[src/rtl/aes_stream_pkg.sv]
// rtl/aes_stream_pkg.sv - shared widths and FSM state type for the AES result serializer
package aes_stream_pkg;
    localparam int BLOCK_W = 128;
    localparam int WORD_W  = 32;
    localparam int WORDS   = BLOCK_W / WORD_W;
    localparam int IDX_W   = (WORDS > 1) ? $clog2(WORDS) : 1;

    typedef enum logic {
        IDLE = 1'b0,
        SEND = 1'b1
    } state_t;
endpackage

[src/rtl/aes_result_serializer_if.sv]
// rtl/aes_result_serializer_if.sv - word stream handshake between serializer and sink
interface aes_result_serializer_if;
    import aes_stream_pkg::*;

    logic              out_valid;
    logic              out_ready;
    logic [WORD_W-1:0] out_data;
    logic              out_last;

    modport master (output out_valid, output out_data, output out_last, input out_ready);
    modport slave  (input out_valid, input out_data, input out_last, output out_ready);
endinterface

[src/rtl/aes_block_fifo.sv]
// rtl/aes_block_fifo.sv - DEPTH x WIDTH block FIFO with first-word-fall-through head
module aes_block_fifo #(
    parameter int DEPTH = 4,
    parameter int WIDTH = 128
) (
    input  logic                     clk,
    input  logic                     rst_n,
    input  logic                     push,
    input  logic [WIDTH-1:0]         wdata,
    input  logic                     pop,
    output logic [WIDTH-1:0]         rdata,
    output logic                     full,
    output logic                     empty,
    output logic [$clog2(DEPTH):0]   count
);
    localparam int PTR_W = $clog2(DEPTH);
    localparam int CNT_W = PTR_W + 1;

    logic [WIDTH-1:0] mem [DEPTH];
    logic [PTR_W-1:0] wr_ptr;
    logic [PTR_W-1:0] rd_ptr;
    logic [CNT_W-1:0] count_q;

    // Storage carries no reset; validity is tracked by the pointers alone.
    always_ff @(posedge clk) begin
        if (push) begin
            mem[wr_ptr] <= wdata;
        end
    end

    always_ff @(posedge clk or negedge rst_n) begin
        if (!rst_n) begin
            wr_ptr  <= '0;
            rd_ptr  <= '0;
            count_q <= '0;
        end else begin
            if (push) wr_ptr <= wr_ptr + 1'b1;
            if (pop)  rd_ptr <= rd_ptr + 1'b1;
            case ({push, pop})
                2'b10:   count_q <= count_q + 1'b1;
                2'b01:   count_q <= count_q - 1'b1;
                default: count_q <= count_q;
            endcase
        end
    end

    assign rdata = mem[rd_ptr];
    assign full  = (count_q == CNT_W'(DEPTH));
    assign empty = (count_q == '0);
    assign count = count_q;
endmodule

[src/rtl/aes_result_serializer.sv]
// rtl/aes_result_serializer.sv - captures AES result blocks and streams them MSW-first as words
module aes_result_serializer
    import aes_stream_pkg::*;
#(
    parameter int DEPTH = 4
) (
    input  logic                       clk,
    input  logic                       rst_n,
    input  logic [BLOCK_W-1:0]         blk_data,
    input  logic                       blk_finished,
    aes_result_serializer_if.master    stream,
    output logic [$clog2(DEPTH):0]     fifo_count,
    output logic                       overflow,
    input  logic                       ovf_clr
);
    state_t               state_q, state_d;
    logic [BLOCK_W-1:0]   shift_q, shift_d;
    logic [IDX_W-1:0]     idx_q, idx_d;
    logic                 fin_q;
    logic                 rise;
    logic                 push;
    logic                 pop;
    logic                 drop;
    logic                 full;
    logic                 empty;
    logic [BLOCK_W-1:0]   head;
    logic                 last_word;

    assign rise      = blk_finished & ~fin_q;
    // A full FIFO still accepts the new block when the head leaves at the same edge.
    assign push      = rise & (~full | pop);
    assign drop      = rise & full & ~pop;
    assign last_word = (idx_q == IDX_W'(WORDS - 1));

    aes_block_fifo #(
        .DEPTH (DEPTH),
        .WIDTH (BLOCK_W)
    ) u_fifo (
        .clk   (clk),
        .rst_n (rst_n),
        .push  (push),
        .wdata (blk_data),
        .pop   (pop),
        .rdata (head),
        .full  (full),
        .empty (empty),
        .count (fifo_count)
    );

    always_ff @(posedge clk or negedge rst_n) begin
        if (!rst_n) begin
            fin_q    <= 1'b0;
            overflow <= 1'b0;
        end else begin
            fin_q <= blk_finished;
            if (drop)         overflow <= 1'b1;
            else if (ovf_clr) overflow <= 1'b0;
        end
    end

    always_ff @(posedge clk or negedge rst_n) begin
        if (!rst_n) begin
            state_q <= IDLE;
            shift_q <= '0;
            idx_q   <= '0;
        end else begin
            state_q <= state_d;
            shift_q <= shift_d;
            idx_q   <= idx_d;
        end
    end

    always_comb begin
        state_d = state_q;
        shift_d = shift_q;
        idx_d   = idx_q;
        pop     = 1'b0;
        case (state_q)
            IDLE: begin
                if (!empty) begin
                    pop     = 1'b1;
                    shift_d = head;
                    idx_d   = '0;
                    state_d = SEND;
                end
            end
            SEND: begin
                if (stream.out_ready) begin
                    if (!last_word) begin
                        shift_d = shift_q << WORD_W;
                        idx_d   = idx_q + 1'b1;
                    end else if (!empty) begin
                        // Reload on the final handshake so blocks stream without a bubble.
                        pop     = 1'b1;
                        shift_d = head;
                        idx_d   = '0;
                    end else begin
                        state_d = IDLE;
                    end
                end
            end
            default: state_d = IDLE;
        endcase
    end

    assign stream.out_valid = (state_q == SEND);
    assign stream.out_last  = (state_q == SEND) && last_word;
    assign stream.out_data  = (state_q == SEND) ? shift_q[BLOCK_W-1 -: WORD_W] : '0;
endmodule

[src/flat_wrapper.sv]
// flat-port wrapper written by rule: the top's interface ports become plain ports
module aes_result_serializer_flat import aes_stream_pkg::*;
#(
    parameter int DEPTH = 4
)
  (clk, rst_n, blk_data, blk_finished, fifo_count, overflow, ovf_clr, stream_out_valid, stream_out_data, stream_out_last, stream_out_ready);
  aes_result_serializer_if stream_i ();
  input  logic clk;
  input  logic rst_n;
  input  logic [BLOCK_W-1:0] blk_data;
  input  logic blk_finished;
  output logic [$clog2(DEPTH):0] fifo_count;
  output logic overflow;
  input  logic ovf_clr;
  output wire logic [$bits(stream_i.out_valid)-1:0] stream_out_valid;
  output wire logic [$bits(stream_i.out_data)-1:0] stream_out_data;
  output wire logic [$bits(stream_i.out_last)-1:0] stream_out_last;
  input wire logic [$bits(stream_i.out_ready)-1:0] stream_out_ready;
  assign stream_out_valid = stream_i.out_valid;
  assign stream_out_data = stream_i.out_data;
  assign stream_out_last = stream_i.out_last;
  assign stream_i.out_ready = stream_out_ready;
  aes_result_serializer #(.DEPTH(DEPTH)) u_core (.clk(clk), .rst_n(rst_n), .blk_data(blk_data), .blk_finished(blk_finished), .stream(stream_i), .fifo_count(fifo_count), .overflow(overflow), .ovf_clr(ovf_clr));
endmodule
[config.mk]
export PLATFORM = sky130hd
export DESIGN_NAME = aes_result_serializer_flat
export DESIGN_NICKNAME = d
export VERILOG_FILES = /design/src/rtl/aes_stream_pkg.sv /design/src/rtl/aes_result_serializer_if.sv /design/src/rtl/aes_block_fifo.sv /design/src/rtl/aes_result_serializer.sv /design/src/flat_wrapper.sv
export SDC_FILE = /design/constraint.sdc
export NUM_CORES = 1
export LEC_CHECK = 0
export CAP_MARGIN = 20
export CORE_UTILIZATION = 30
export DETAILED_ROUTE_END_ITERATION = 7
export PLACE_DENSITY_LB_ADDON = 0.08
export SYNTH_ARGS = -nofsm -noshare
export SYNTH_HDL_FRONTEND = slang
export SYNTH_SLANG_ARGS = --single-unit
export TNS_END_PERCENT = 1
[constraint.sdc]
create_clock -name clk -period 4.4 [get_ports clk]
set_input_delay 0.44 -clock clk [delete_from_list [all_inputs] [get_ports clk]]
set_output_delay 0.44 -clock clk [all_outputs]
set_load 0.05 [all_outputs]
==> run_results.csv <==
group,metric,value,unit
sta,clock.fmax,302,MHz
synthesis,syn-num-nets,1725,
critical_path,cp-endpoint,"stream_out_last",
grt,track_usage,0.162,
sta,hold_violations,0,
floorplanning,die_area,0.0879,mm2
detailed_routing,drtPass1Iterations,5,
clock_tree,cts_tree,"done",
detailed_routing,vias,14200,
synthesis,synth_seq_cells,652,
sta,period_share,0.752,
clock_tree,worst_skew_pair.late_latency,0.61,ns
critical_path,worstPathRequired,3.96,ns
power_and_ir_drop,power.leakage,10.7,nW
synthesis,yosys.area.top_type_share,0.591,
synthesis,yosys.cell_types.count,38,
final_layout,mostFrequentLayoutCells,"edfxtp_1 (512), nor2_1 (290), clkdlybuf4s50_1 (168)",
sta,setup_tns,0,ns
clock_tree,clock_sinks,652,
sta,tightest_slew,0.905,ns
critical_path,reg2regPathDepth,5,
clock_tree,clockBufferDepth,3,
run_status,status,"finished clean",
detailed_routing,drt_iter0_markers,1006,
grt,grt_pass1_wl,104,mm
critical_path,cpPeakStageDelay,0.84,ns
synthesis,synth_cells,1586,
clock_tree,postCtsResizedCells,0,
synthesis,yosysTopAreaCell,"edfxtp_1",
power_and_ir_drop,power.density,663,mW/mm2
synthesis,synth.avg_cell_area,16.4,um2
clock_tree,h-tree-depth,3,
final_layout,post-route-util,0.368,
critical_path,start_kind,"flip-flop",
detailed_routing,ant_nets,0,
detailed_routing,vias_per_cell,4.80,
critical_path,reg2reg_from,"u_core.idx_q[0]",
critical_path,cp-end-kind,"output port",
synthesis,netlist_area,0.0260,mm2
critical_path,r2r_end,"u_core.u_fifo.mem[0][89]",
critical_path,r2r_slack,1.42,ns
clock_tree,cts-buffers-inserted,76,
detailed_routing,wire_per_inst,23.6,um
clock_tree,cts-hold-fix-buffers,1,
critical_path,crit_fanout,37,
sta,fin_skew,0.0285,ns
sta,finalMaxSlewViolations,0,
placement,numPortBuffers,170,
synthesis,ys_warn_count,0,
final_layout,final_nets,1899,
floorplanning,initial_core_util,0.304,
sta,relSlewSlack,0.397,
floorplanning,row_count,107,
floorplanning,io_pins,171,
flow_run,max_cap_viol_count,0,
min_path,hold_class,"input pin to flip-flop",
critical_path,worstSetupPathType,"flip-flop to output port",
grt,overflow,0,
grt,grt_max_degree,88,
final_layout,n_fill_cell,8010,
final_layout,diodes,0,
clock_tree,cts_setup_buffers,0,
final_layout,area_growth,20.9,%
sta,rsz0062_at_grt,"no",
floorplanning,die_w,296,um
critical_path,critPathSlowestCell,"clkdlybuf4s50_1",
final_layout,multi_input_area,0.00662,mm2
critical_path,startpoint,"u_core.stream.out_valid",
placement,gp_congestion,0.741,
critical_path,path_cells,"buf_4, and2_1, clkdlybuf4s50_1",
placement,hpwl,42.8,mm
grt,antenna_found_initial,1,
floorplanning,die_h,296,um
detailed_routing,drt-total-wl,69.9,mm
power_and_ir_drop,ir_drop,0.000374,V
sta,fin_crit,3.31,ns
floorplanning,core-area,0.0855,mm2
final_layout,register_area,0.0189,mm2
clock_tree,clockRootBuffer,"clkbuf_16",
final_layout,drive_gt1_frac,0.173,
final_layout,mostFrequentLayoutCell,"edfxtp_1",
critical_path,arrival,2.87,ns
clock_tree,clk_pin_slew,0.06,ns
synthesis,synth_area_leaders,"edfxtp_1 (59%), dfrtp_1 (13%), mux4_2 (11%), nor2_1 (4.2%), o21ai_0 (1.9%)",
sta,finalSetupViolations,0,
grt,grt_pass1_vias,15100,
detailed_routing,drc,0,
synthesis,yosysSeqAreaShare,0.726,
==> power by group <==
part	leakage, nW	switching [W]	internal [W]
registers	6.33	0.000849	0.00780
clock network	1.20	0.00249	0.00367
logic	3.14	0.00350	0.00254
total	10.7	0.00684	0.0140
==> registers in the layout, summed over array words and instances (netlist names) <==
signal                   count
u_core.u_fifo.count          3
u_core.u_fifo.mem          512
u_core.idx_q                 2
u_core.fin_q                 1
u_core.shift_q             128
u_core.u_fifo.rd_ptr         2
u_core.u_fifo.wr_ptr         2
u_core.stream.out_valid      1
u_core.overflow              1
==> cells in the mapped netlist (all sizes together) <==
master / number
a211oi: 96
a21bo: 1
a21boi: 1
a21oi: 1
a22o: 32
a22oi: 1
a31oi: 1
a32o: 1
a32oi: 1
and2: 37
buf: 58
clkbuf: 48
dfrtp: 140
edfxtp: 512
fa: 1
ha: 5
inv: 5
mux4: 128
nand2: 103
nand2b: 3
nand3: 4
nand4: 1
nor2: 291
nor2b: 2
nor3: 2
o2111ai: 1
o211ai: 2
o21ai: 100
o41ai: 1
or2: 1
or3: 1
xnor2: 5
==> worst max-delay path, delay by kind of cell, from the launching register on <==
family,cells,cell delay [ns]
DFF,1,0.54
and+or+nand+nor,1,0.32
buffers and inverters,2,1.38
==> layout make-up <==
cell class | count | area share
Sequential cell | 652 | 0.600
Multi-Input combinational cell | 823 | 0.210
Timing Repair Buffer | 202 | 0.0663
Clock buffer | 89 | 0.0640
Tap cell | 1144 | 0.0455
Clock inverter | 48 | 0.0129
Inverter | 5 | 0.000597
==> how the worst min path moves through the flow <==
stage / startpoint / to / cells past startpoint
2_1_floorplan: rst_n / u_core.fin_q / 0
3_3_place_gp: u_core.shift_q[1] / u_core.shift_q[1] / 1
3_5_place_dp: u_core.shift_q[19] / u_core.shift_q[19] / 1
4_1_cts: blk_finished / u_core.fin_q / 1
5_1_grt: blk_finished / u_core.fin_q / 1
6_report: blk_finished / u_core.fin_q / 1
==> logic make-up (layout without fill, tap and decap cells) <==
logic type / count (synthesis) / in the layout / synth area share
AOI/OAI and AO/OA: 239 / 239 / 0.0676
xor gates and xnor gates: 5 / 5 / 0.00168
adders and majority gates: 6 / 6 / 0.00317
buffers and inverters: 111 / 344 / 0.0221
DFF: 652 / 652 / 0.726
muxes: 128 / 128 / 0.111
and+or+nand+nor: 445 / 445 / 0.0691
==> layer usage <==
metal	GRT usage	vias to the layer above	share of wire
met5	0	-	0
met4	0.0478	0	0.025
met3	0.0261	103	0.036
met2	0.271	282	0.50
met1	0.217	7431	0.44
li1	-	6409	-
==> through the flow <==
step / total power (W) / hold WS [ns] / instance area, um2 / worst slack [ns] / instances
global route: 0.0219 / 0.330 / 31500 / 1.01 / 2963
floorplan: 0.0127 / 0.144 / 26000 / -0.374 / 1586
CTS: 0.0213 / 0.310 / 31500 / 1.04 / 2963
global placement: 0.0150 / 0.494 / 29000 / 1.28 / 2825
detailed placement: 0.0150 / 0.492 / 29000 / 1.22 / 2825
finish: 0.0208 / 0.339 / 31500 / 1.09 / 2963
Note: power is estimated with default switching activity, not from simulation.
